===== config.mk =====
export PLATFORM = sky130hd
export DESIGN_NAME = dsp_divider
export DESIGN_NICKNAME = d
export VERILOG_FILES = /design/src/rtl/dsp_divider.sv
export SDC_FILE = /design/constraint.sdc
export NUM_CORES = 1
export LEC_CHECK = 0
export ABC_AREA = 0
export ABC_CLOCK_PERIOD_IN_PS = 4850
export BUFFER_PORTS_ARGS = -buffer_cell sky130_fd_sc_hd__buf_2
export CAP_MARGIN = 20
export CORE_MARGIN = 2
export CORE_UTILIZATION = 50
export DETAILED_ROUTE_END_ITERATION = 16
export MAX_ROUTING_LAYER = met4
export PLACE_DENSITY = 0.73
export SLEW_MARGIN = 20
export SYNTH_ARGS = -nofsm -noshare
export SYNTH_HDL_FRONTEND = slang
export SYNTH_SLANG_ARGS = --single-unit

===== constraint.sdc =====
create_clock -name clk -period 4.85 [get_ports clk]
set_input_delay 0.97 -clock clk [delete_from_list [all_inputs] [get_ports clk]]
set_output_delay 0.97 -clock clk [all_outputs]
set_load 0.1 [all_outputs]

===== src/rtl/dsp_divider.sv =====
// Iterative radix-2 restoring divider for RV32M DIV/DIVU/REM/REMU; one quotient bit per cycle.
// Define DSP_DIVIDER_EARLY_OUT_EN to skip the iteration loop for divide-by-zero and signed overflow.
module dsp_divider #(
    parameter int WIDTH = 32,
    parameter int CNT_W = 6
) (
    input  logic             clk,
    input  logic             rst_n,
    input  logic             in_valid,
    output logic             in_ready,
    input  logic [1:0]       op,
    input  logic [WIDTH-1:0] dividend,
    input  logic [WIDTH-1:0] divisor,
    output logic             out_valid,
    input  logic             out_ready,
    output logic [WIDTH-1:0] result,
    output logic             busy
);

    typedef enum logic [1:0] {
        IDLE  = 2'd0,
        CALC  = 2'd1,
        FIXUP = 2'd2,
        DONE  = 2'd3
    } state_t;

    localparam logic [WIDTH-1:0] ZERO_W  = {WIDTH{1'b0}};
    localparam logic [WIDTH-1:0] ONES_W  = {WIDTH{1'b1}};
    localparam logic [WIDTH-1:0] MIN_W   = {1'b1, {(WIDTH-1){1'b0}}};
    localparam logic [CNT_W-1:0] CNT_ONE = {{(CNT_W-1){1'b0}}, 1'b1};
    localparam logic [CNT_W-1:0] CNT_INIT = CNT_W'(WIDTH);

    state_t            state_r;
    logic              op_rem_r;
    logic              q_neg_r;
    logic              r_neg_r;
    logic              div_zero_r;
    logic              ovf_r;
    logic              fix_phase_r;
    logic [CNT_W-1:0]  cnt_r;
    logic [WIDTH-1:0]  rem_r;
    logic [WIDTH-1:0]  quo_r;
    logic [WIDTH-1:0]  dvsr_r;
    logic [WIDTH-1:0]  dividend_raw_r;
    logic [WIDTH-1:0]  result_r;
    logic              in_ready_r;
    logic              out_valid_r;
    logic              busy_r;

    logic              signed_s;
    logic              a_neg_s;
    logic              b_neg_s;
    logic [WIDTH-1:0]  a_mag_s;
    logic [WIDTH-1:0]  b_mag_s;
    logic              div_zero_s;
    logic              ovf_s;
    logic [WIDTH-1:0]  shift_s;
    logic [WIDTH:0]    trial_s;
    logic [WIDTH-1:0]  rem_next_s;
    logic              quo_bit_s;
    logic [WIDTH-1:0]  fix_val_s;

    // Operand decode at accept: signs, magnitudes and special-case detection.
    always_comb begin
        signed_s   = ~op[0];
        a_neg_s    = signed_s & dividend[WIDTH-1];
        b_neg_s    = signed_s & divisor[WIDTH-1];
        // The most negative value negates to itself, which is its correct unsigned magnitude.
        a_mag_s    = a_neg_s ? (ZERO_W - dividend) : dividend;
        b_mag_s    = b_neg_s ? (ZERO_W - divisor) : divisor;
        div_zero_s = (divisor == ZERO_W);
        ovf_s      = signed_s && (dividend == MIN_W) && (divisor == ONES_W);
    end

    // One restoring-division step: trial subtract of the divisor from the shifted remainder.
    always_comb begin
        shift_s = {rem_r[WIDTH-2:0], quo_r[WIDTH-1]};
        trial_s = {1'b0, shift_s} - {1'b0, dvsr_r};
        if (trial_s[WIDTH] == 1'b0) begin
            rem_next_s = trial_s[WIDTH-1:0];
            quo_bit_s  = 1'b1;
        end else begin
            rem_next_s = shift_s;
            quo_bit_s  = 1'b0;
        end
    end

    // Final result select, with divide-by-zero and overflow overriding the computed value.
    always_comb begin
        fix_val_s = ZERO_W;
        if (div_zero_r) begin
            fix_val_s = op_rem_r ? dividend_raw_r : ONES_W;
        end else if (ovf_r) begin
            fix_val_s = op_rem_r ? ZERO_W : dividend_raw_r;
        end else begin
            fix_val_s = op_rem_r ? rem_r : quo_r;
        end
    end

    // Control FSM and datapath registers.
    always_ff @(posedge clk or negedge rst_n) begin
        if (!rst_n) begin
            state_r        <= IDLE;
            op_rem_r       <= 1'b0;
            q_neg_r        <= 1'b0;
            r_neg_r        <= 1'b0;
            div_zero_r     <= 1'b0;
            ovf_r          <= 1'b0;
            fix_phase_r    <= 1'b0;
            cnt_r          <= {CNT_W{1'b0}};
            rem_r          <= ZERO_W;
            quo_r          <= ZERO_W;
            dvsr_r         <= ZERO_W;
            dividend_raw_r <= ZERO_W;
            result_r       <= ZERO_W;
            in_ready_r     <= 1'b1;
            out_valid_r    <= 1'b0;
            busy_r         <= 1'b0;
        end else begin
            case (state_r)
                IDLE: begin
                    if (in_valid && in_ready_r) begin
                        op_rem_r       <= op[1];
                        q_neg_r        <= a_neg_s ^ b_neg_s;
                        r_neg_r        <= a_neg_s;
                        div_zero_r     <= div_zero_s;
                        ovf_r          <= ovf_s;
                        dividend_raw_r <= dividend;
                        dvsr_r         <= b_mag_s;
                        rem_r          <= ZERO_W;
                        quo_r          <= a_mag_s;
                        cnt_r          <= CNT_INIT;
                        fix_phase_r    <= 1'b0;
                        in_ready_r     <= 1'b0;
                        busy_r         <= 1'b1;
`ifdef DSP_DIVIDER_EARLY_OUT_EN
                        state_r        <= (div_zero_s || ovf_s) ? FIXUP : CALC;
`else
                        state_r        <= CALC;
`endif
                    end
                end
                CALC: begin
                    rem_r <= rem_next_s;
                    quo_r <= {quo_r[WIDTH-2:0], quo_bit_s};
                    cnt_r <= cnt_r - CNT_ONE;
                    if (cnt_r == CNT_ONE) begin
                        state_r <= FIXUP;
                    end else begin
                        state_r <= CALC;
                    end
                end
                FIXUP: begin
                    // Sign correction is registered first so the negate adders stay off the result mux path.
                    if (!fix_phase_r) begin
                        quo_r       <= q_neg_r ? (ZERO_W - quo_r) : quo_r;
                        rem_r       <= r_neg_r ? (ZERO_W - rem_r) : rem_r;
                        fix_phase_r <= 1'b1;
                    end else begin
                        result_r    <= fix_val_s;
                        out_valid_r <= 1'b1;
                        fix_phase_r <= 1'b0;
                        state_r     <= DONE;
                    end
                end
                DONE: begin
                    if (out_ready) begin
                        out_valid_r <= 1'b0;
                        in_ready_r  <= 1'b1;
                        busy_r      <= 1'b0;
                        state_r     <= IDLE;
                    end
                end
                default: begin
                    out_valid_r <= 1'b0;
                    in_ready_r  <= 1'b1;
                    busy_r      <= 1'b0;
                    state_r     <= IDLE;
                end
            endcase
        end
    end

    assign in_ready  = in_ready_r;
    assign out_valid = out_valid_r;
    assign result    = result_r;
    assign busy      = busy_r;

endmodule


Yosys cells after proc, flatten, opt, wreduce, memory -nomap -nowiden

Cells that the tools add are included.

Logic and storage cells: 91
Register bits: 177
Output and inout port bits: 35
Bits of input ports: 70

Bitwise gates (word level): 4
Reduce and logical (&&, ||, !) cells: 19
Add/sub/neg operators: 6
Muxes and demuxes: 34
Eq/ne operators: 12

Operators by type and width:

| cell                                              | number |
|---|---|
| two-way mux 32 bit                                | 14 |
| case mux 32 bit (3 select lines)                  | 2 |
| subtractor 1 x 32 -> 32 bit, first input constant | 4 |
| == test 32 bit, second input constant             | 2 |
| subtractor 32 x 32 -> 33 bit                      | 1 |
| logical NOT 32 bit                                | 1 |
| != test 2 bit, second input constant              | 6 |
| case mux 6 bit (2 select lines)                   | 1 |
| AND reduction 3 bit                               | 3 |
| two-way mux 2 bit                                 | 4 |
| case mux 1 bit (2 select lines)                   | 4 |
| case mux 2 bit (4 select lines)                   | 1 |
| AND reduction 2 bit                               | 4 |
| AND reduction 4 bit                               | 2 |
| nonzero test 2 bit                                | 4 |
| two-way mux 1 bit                                 | 7 |
| == test 6 x 1 -> 1 bit, second input constant     | 1 |
| two-way mux 6 bit                                 | 1 |
| subtractor 6 x 1 -> 6 bit, second input constant  | 1 |
| == test 2 bit, second input constant              | 2 |
| logical AND 1 bit                                 | 3 |
| nonzero test 3 bit                                | 1 |
| bitwise AND 1 bit                                 | 2 |
| == test 2 x 1 -> 1 bit, second input constant     | 1 |
| 3 further kinds                                   | 3 |

Longest topological paths before layout

Gate-level depths: netlist of run 1.

Depth after elaboration: 5
Mapped depth: 13
Mapped depth without buffers: 11

Worst setup path before layout of run 1

No wires, ideal clock.

Path type: input to register
From: in dividend[0]
To: reg quo_r[28]
Setup slack: 1.610 ns
Data required time: 4.732 ns
Arrival: 3.122 ns
Cell stages on the path: 10
Buffers on the path: 0
Setup time: 0.118 ns
Path through: inv_1 ha_1 or4b_2 nor4_1 and3_1 a21oi_1 xor2_1 nor2_1 a211oi_1 a21o_1

Longest elaborated chain between the ends: 4

Ends and longest elaborated chain:

| what                             | RTL line | RTL |
|---|---|---|
| from (decl)                      | 12       | `input logic [WIDTH-1:0] dividend,` |
| subtractor 1 x 32 -> 32 bit      | 69       | `a_mag_s = a_neg_s ? (ZERO_W - dividend) : dividend;` |
| two-way mux 32 bit               | 69       |  |
| two-way mux 32 bit               | 122      | `if (in_valid && in_ready_r) begin` |
| case mux 32 bit (3 select lines) | 120      | `case (state_r)` |
| to (signal assigned)             | 131      | `quo_r <= a_mag_s;` |
| to (signal assigned)             | 145      | `quo_r <= {quo_r[WIDTH-2:0], quo_bit_s};` |
| to (signal assigned)             | 156      | `quo_r <= q_neg_r ? (ZERO_W - quo_r) : quo_r;` |
| to (decl)                        | 42       | `logic [WIDTH-1:0] quo_r;` |

Every way passes these cells. The select of a mux whose other input is x is not followed.
A chain may end at the register's enable or synchronous reset.

Worst setup path in the final report of run 1

From: reg quo_r[31]
To: reg rem_r[2]

Longest elaborated chain between the ends: 3

Ends and longest elaborated chain:

| what                             | RTL line | RTL |
|---|---|---|
| subtractor 32 x 32 -> 33 bit     | 78       | `trial_s = {1'b0, shift_s} - {1'b0, dvsr_r};` |
| two-way mux 32 bit               | 79       | `if (trial_s[WIDTH] == 1'b0) begin` |
| case mux 32 bit (3 select lines) | 120      |  |
| to (signal assigned)             | 144      | `rem_r <= rem_next_s;` |
| to (signal assigned)             | 157      | `rem_r <= r_neg_r ? (ZERO_W - rem_r) : rem_r;` |
| to (decl)                        | 41       | `logic [WIDTH-1:0] rem_r;` |

Every way passes these cells.

==> impl_metrics.toml, run 1 <==
[synth]
synth-simple-area-share_pct = 19.80
synth_xor_area_share_pct = 6.609
synth-main-ff-cell = "dfrtp_1"
synth_top_area_share_pct = 33.23
synth_top_area_cell = "dfrtp_1"
synth.area.mux_share_pct = 4.475
synth_top_family_by_area = "compound AO/OA/AOI/OAI gates"
synth_cells = 1695
ys_ff_latch = 177
synth_area_leaders = "dfrtp_1 33%, o21ai_0 7.6%, a21oi_1 5.8%"
yosysUniqueCellTypes = 70
async_flop_share_pct = 100.0
ys_warn_count = 0
synth_edf_count = 0
synth-compound-area-share_pct = 25.72
yosysSeqAreaShare_pct = 33.43
synthAdderAreaFrac_pct = 4.494
syn_nets = 1812
netlist_area_um2 = 13250
syn_avg_cell_area_um2 = 7.819

[floorplanning]
placementRows = 59
fp.dieW_um = 166.8
die_area_um2 = 27820
die-height_um = 166.8
core_area_um2 = 26060
start_util_pct = 50.86
ios = 105

[hold_path]
min_from = "dvsr_r[16]"
min_path_type = "register to register"

[clock_tree]
cts_buffers = 17
htree_levels = 4
post_cts_resized = 0
cts_root_buf = "clkbuf_16"
hold_buffers = 0
cts_tree = "done"
clock_sinks = 177
clk_latency_ns = 0.44
cts_setup_buffers = 0
clk_pin_slew_ns = 0.07
clock_path_buffers = 2

[run_status]
status = "finished clean"

[setup_path]
cp.required_ns = 5.17
crit_path_start = "quo_r[31]"
worstSetupEndpointType = "register"
critPathMaxFanout = 16
rr_startpoint = "quo_r[31]"
cp.arrival_ns = 4.09
path_class = "register to register"
startpoint_type = "register"

[timing]
tns_ns = 0
layout_min_cycle_time_ns = 3.778
setup_ws_ns = 1.072
slew_viol_final = 0
grt_setup_unrepaired = "no"
timing.slew.headroom_pct = 29.94
worst_pin_slew_ns = 1.041
setup_violations = 0
fin_skew_ns = 0.01198
hold_violations = 0
fmax_ghz = 0.2647
fin_crit_sh_pct = 77.89

[global_routing]
antenna_found_initial = 0
grt_max_degree = 92
grt_overflow = 0
grt_pass1_wl_um = 63640
grt_pass1_vias = 12080
grt_usage_pct = 29.08

[cells_and_area]
multi_input_area_um2 = 8130
insertedDiodeCount = 0
regArea_um2 = 4433
finalNetCount = 1856
fillers = 2387
layout_commonest_cell = "o21ai_0"
final_cell_mix = "200 x o21ai_0, 186 x nand2_1, 176 x nor2_1, 174 x dfrtp_1, 153 x a21oi_1"
post_route_cells_drive_above_1_share_pct = 12.33
area_growth_pct = 10.38

[detailed_routing]
wire_per_inst_um = 19.03
drcViolationCount = 0
drtIter0Drc = 1629
vias_per_cell = 6.258
drt-total-wl_um = 39720
drtAntennaViolNets = 0
firstDrtPassIters = 6
vias = 13060

[place]
place_congestion = 0.9286
dp_hpwl_um = 28490
place_ws_ns = 1.137
portBuffers = 104

[pwr]
power_density_nw_per_um2 = 699.6
leakage_nw = 6.257
peakVddDrop_v = 0.0009044

[run]
maxCapViolations = 0
-- cells by family after synthesis --
logic type / count (synthesis)
AOI/OAI and AO/OA: 556
and+or+nand+nor: 568
DFF: 177
muxes: 55
adders and majority gates: 47
xor gates and xnor gates: 100
buffers and inverters: 192
-- cell usage after synthesis (all sizes together), types with 7 or more instances --
cell type	n
or4	13
o31ai	22
a221o	7
and2	8
a21oi	153
inv	87
ha	46
a211oi	12
mux2i	21
dfrtp	176
nor4	19
clkbuf	96
mux2	34
nand3	24
o41ai	8
xor2	37
a22oi	17
nand2	186
nor2b	17
xnor2	63
a31oi	16
a32oi	7
o21ai	202
a21o	16
nor3	42
a22o	8
buf	8
a221oi	34
nor2	176
or3	21
nand2b	15
nand4	19
nor3b	8
o221ai	8
-- sequential cells by signal (all words and copies together), names as in the netlist, named ones only --
name / count
dividend_raw_r: 32
q_neg_r: 1
busy: 1
fix_phase_r: 1
div_zero_r: 1
out_valid: 1
result: 32
op_rem_r: 1
dvsr_r: 32
quo_r: 32
state_r: 1
rem_r: 32
ovf_r: 1
r_neg_r: 1
cnt_r: 6
in_ready: 1
-- final cells by class --
type,count,area share (%)
clock inverters,12,1.061
inverters,88,2.258
multi-input cells,1326,55.58
well taps,335,2.865
repair buffers,129,4.884
flip-flops and latches,177,30.30
clock buffers,20,3.053
-- through the flow --
stage / utilization (%) / cells / cell area, um2 / power (mW) / hold WS (ns)
6_report: 56.14 / 2087 / 14630 / 10.23 / 0.4825
5_1_grt: 56.14 / 2087 / 14630 / 10.96 / 0.5011
4_1_cts: 56.11 / 2087 / 14620 / 10.17 / 0.4843
3_5_place_dp: 53.80 / 2055 / 14020 / 8.701 / 0.4699
3_3_place_gp: 53.80 / 2055 / 14020 / 8.572 / 0.4661
2_1_floorplan: - / 1695 / 13250 / 7.218 / 0.4489
-- routing by layer --
| layer | vias to the layer above | track usage (%) | part of all wire [%] |
|---|---|---|---|
| met5 | - | - | 0 |
| met4 | 0 | 9.670 | 2.9 |
| met3 | 86 | 3.327 | 6.6 |
| met2 | 533 | 46.33 | 47 |
| met1 | 6261 | 38.83 | 43 |
| li1 | 6180 | - | - |
-- critical path, cell delays in order, from the launching register on --
cell	delay [ns]
dfrtp_1	0.36
inv_1	0.04
buf_4	0.15
ha_1	0.21
fa_1	0.42
nor2b_1	0.21
o31ai_1	0.12
a31o_2	0.27
a21oi_1	0.27
o31a_1	0.25
o22a_1	0.65
buf_4	0.35
mux2i_1	0.25
o21ai_0	0.10
-- power breakdown --
group	leakage (nW)	switching (mW)	internal (mW)
Clock	0.291	0.628	0.828
Combinational	3.78	3.99	2.03
Sequential	2.18	0.649	2.11
Total	6.26	5.27	4.97
-- final timing paths --
path | endpoint | slack, ns | cells after the start
setup / recovery | rem_r[2] | 1.07 | 13
hold / removal | dvsr_r[16] | 0.48 | 2
setup reg to reg | rem_r[2] | 1.07 | 13
hold reg to reg | dvsr_r[16] | 0.48 | 2
max in group asynchronous | quo_r[18] | 3.30 | 2
min in group asynchronous | cnt_r[4] | 0.58 | 1
(Power assumes the default switching activity.)
==> inputs of run 2 (changes only) <==
ABC_CLOCK_PERIOD_IN_PS = 3100   (was 4850)
PLACE_DENSITY = 0.76   (was 0.73)
clock period = 3.1 ns   (was 4.85 ns; I/O delays follow)
==> run 2 against run 1 <==
Worst hold slack got worse by 0.37 ns; highest routed layer unchanged; clock skew rose by 0.0075 ns; critical path type unchanged; utilization rose by 2.1 points; non-clock buffer count rose by 66; cell area rose by 3.8%; wire length rose by 3.5%.
==> impl_metrics.toml, run 2 (synthesized netlist as in run 1, its figures left out) <==
[floorplanning]
fp.dieW_um = 166.8
placementRows = 59
ios = 105
die-height_um = 166.8
start_util_pct = 50.86
core_area_um2 = 26060
die_area_um2 = 27820

[place]
place_congestion = 0.9746
dp_cells = 2120
placed_cell_area_um2 = 14550
dp_hpwl_um = 30120
portBuffers = 104

[global_routing]
grt_usage_pct = 30.18
use_met2_pct = 46.53
grt_max_degree = 69
grt_pass1_vias = 12380
grt_pass1_wl_um = 65810
grt_overflow = 0
antenna_found_initial = 0
grtUsageMet1_pct = 40.54
grt_use_met3_pct = 4.373
grt.busiest_layer = "met2"

[clock_tree]
clock_path_buffers = 2
htree_levels = 4
cts_tree = "done"
cts_buffers = 17
clk_latency_ns = 0.45
cts_root_buf = "clkbuf_16"
clk_pin_slew_ns = 0.08
hold_buffers = 0
clock_sinks = 177

[cells_and_area]
layout.cells.non_filler = 2153
multi_input_area_um2 = 8184
insertedDiodeCount = 0
regArea_um2 = 4434
fillers = 2399
final_area_um2 = 15190
post_route_cells_drive_above_1_share_pct = 16.28
layout_commonest_cell = "o21ai_0"
finalNetCount = 1922
final_cell_mix = "200 x o21ai_0, 186 x nand2_1, 176 x nor2_1, 173 x dfrtp_1, 152 x a21oi_1"
area_growth_pct = 14.60

[run]
maxCapViolations = 0

[pwr]
peakVddDrop_v = 0.001033
totalPowerFinal_mw = 16.44
power_density_nw_per_um2 = 1083
leakage_nw = 6.593

[setup_path]
crit_end = "quo_r[27]"
cp.arrival_ns = 3.36
path_class = "register to register"
r2r.worst_path.cells = 8
startpoint_type = "register"
r2r_end = "quo_r[27]"
cp.required_ns = 3.44
crit_path_start = "quo_r[15]"
rr_startpoint = "quo_r[15]"
critPathMaxFanout = 5
worstSetupEndpointType = "register"
ff2ff_setup_slack_ns = 0.08

[timing]
layout_min_cycle_time_ns = 3.017
worst_pin_slew_ns = 0.8809
hold_violations = 0
timing.slew.headroom_pct = 41.15
fin_crit_sh_pct = 97.33
tns_ns = 0
fmax_ghz = 0.3314
slew_viol_final = 0
fin_skew_ns = 0.01944
setup_violations = 0

[detailed_routing]
vias = 13350
vias_per_cell = 6.200
firstDrtPassIters = 6
drtIter0Drc = 1427
drt-total-wl_um = 41130
drtAntennaViolNets = 0
wire_per_inst_um = 19.10
drcViolationCount = 0

[run_status]
status = "finished clean"

[hold_path]
min_path_type = "primary input to async pin"
[run 2: cell types whose count changed in the layout (fill, tap and decap cells not counted), sizes merged]
cell and delta:
buf +66, inv +5, bufinv -3, clkbuf -3
clkinv +3, clkinvlp -2
[run 2: layout make-up]
cell class | instances | area share, %
clock buffers | 17 | 2.801
clock inverters | 15 | 0.9639
inverters | 88 | 2.175
multi-input cells | 1326 | 53.89
flip-flops and latches | 177 | 29.20
well taps | 335 | 2.760
repair buffers | 195 | 8.214
[run 2: power by group]
| group | switching [mW] | leakage (nW) | internal, mW |
|---|---|---|---|
| logic | 6.54 | 4.13 | 3.54 |
| registers | 0.895 | 2.18 | 3.31 |
| clock network | 1.09 | 0.284 | 1.07 |
| total | 8.53 | 6.59 | 7.92 |
[run 2: per-stage QoR]
stage	setup WS [ns]	util, %	hold WS (ns)
final	0.08289	58.28	0.1168
after global placement	0.02769	55.82	0.4677
after floorplan	0.1207	-	0.3244
after global routing	-0.005304	58.28	0.1590
after CTS	0.002149	58.04	0.1489
after detailed placement	0.01868	55.82	0.4701
[run 2: worst min path at each step]
| stage | cells past startpoint | endpoint | slack, ns | start |
|---|---|---|---|---|
| final | 1 | dvsr_r[7] | 0.12 | rst_n |
| after global routing | 1 | dvsr_r[7] | 0.16 | rst_n |
| after CTS | 1 | dvsr_r[7] | 0.15 | rst_n |
| after detailed placement | 2 | dvsr_r[25] | 0.47 | dvsr_r[25] |
| after global placement | 2 | dvsr_r[3] | 0.47 | dvsr_r[3] |
| after floorplan | 0 | async pin | 0.32 | rst_n |
[run 2: per-layer routing]
metal	vias to the layer above	wire, um
met3	88	2559
met5	-	0
met1	6417	18220
met4	0	1351
met2	517	19000
li1	6327	-
[run 2: critical path, stage by stage, from the launching register on]
cell	delay, ns
dfrtp_1	0.39
or4_4	0.57
or3_4	0.37
or4_4	0.54
buf_4	0.18
or3_1	0.34
a32oi_2	0.24
a211oi_1	0.11
a21o_1	0.19
[run 2: repair_timing]
item	in CTS	in global routing
endpoints found under the hold margin	0	0
pin swaps	1	1
setup buffers	1	0
endpoints found under the setup margin	1	33
gates resized for setup	0	15
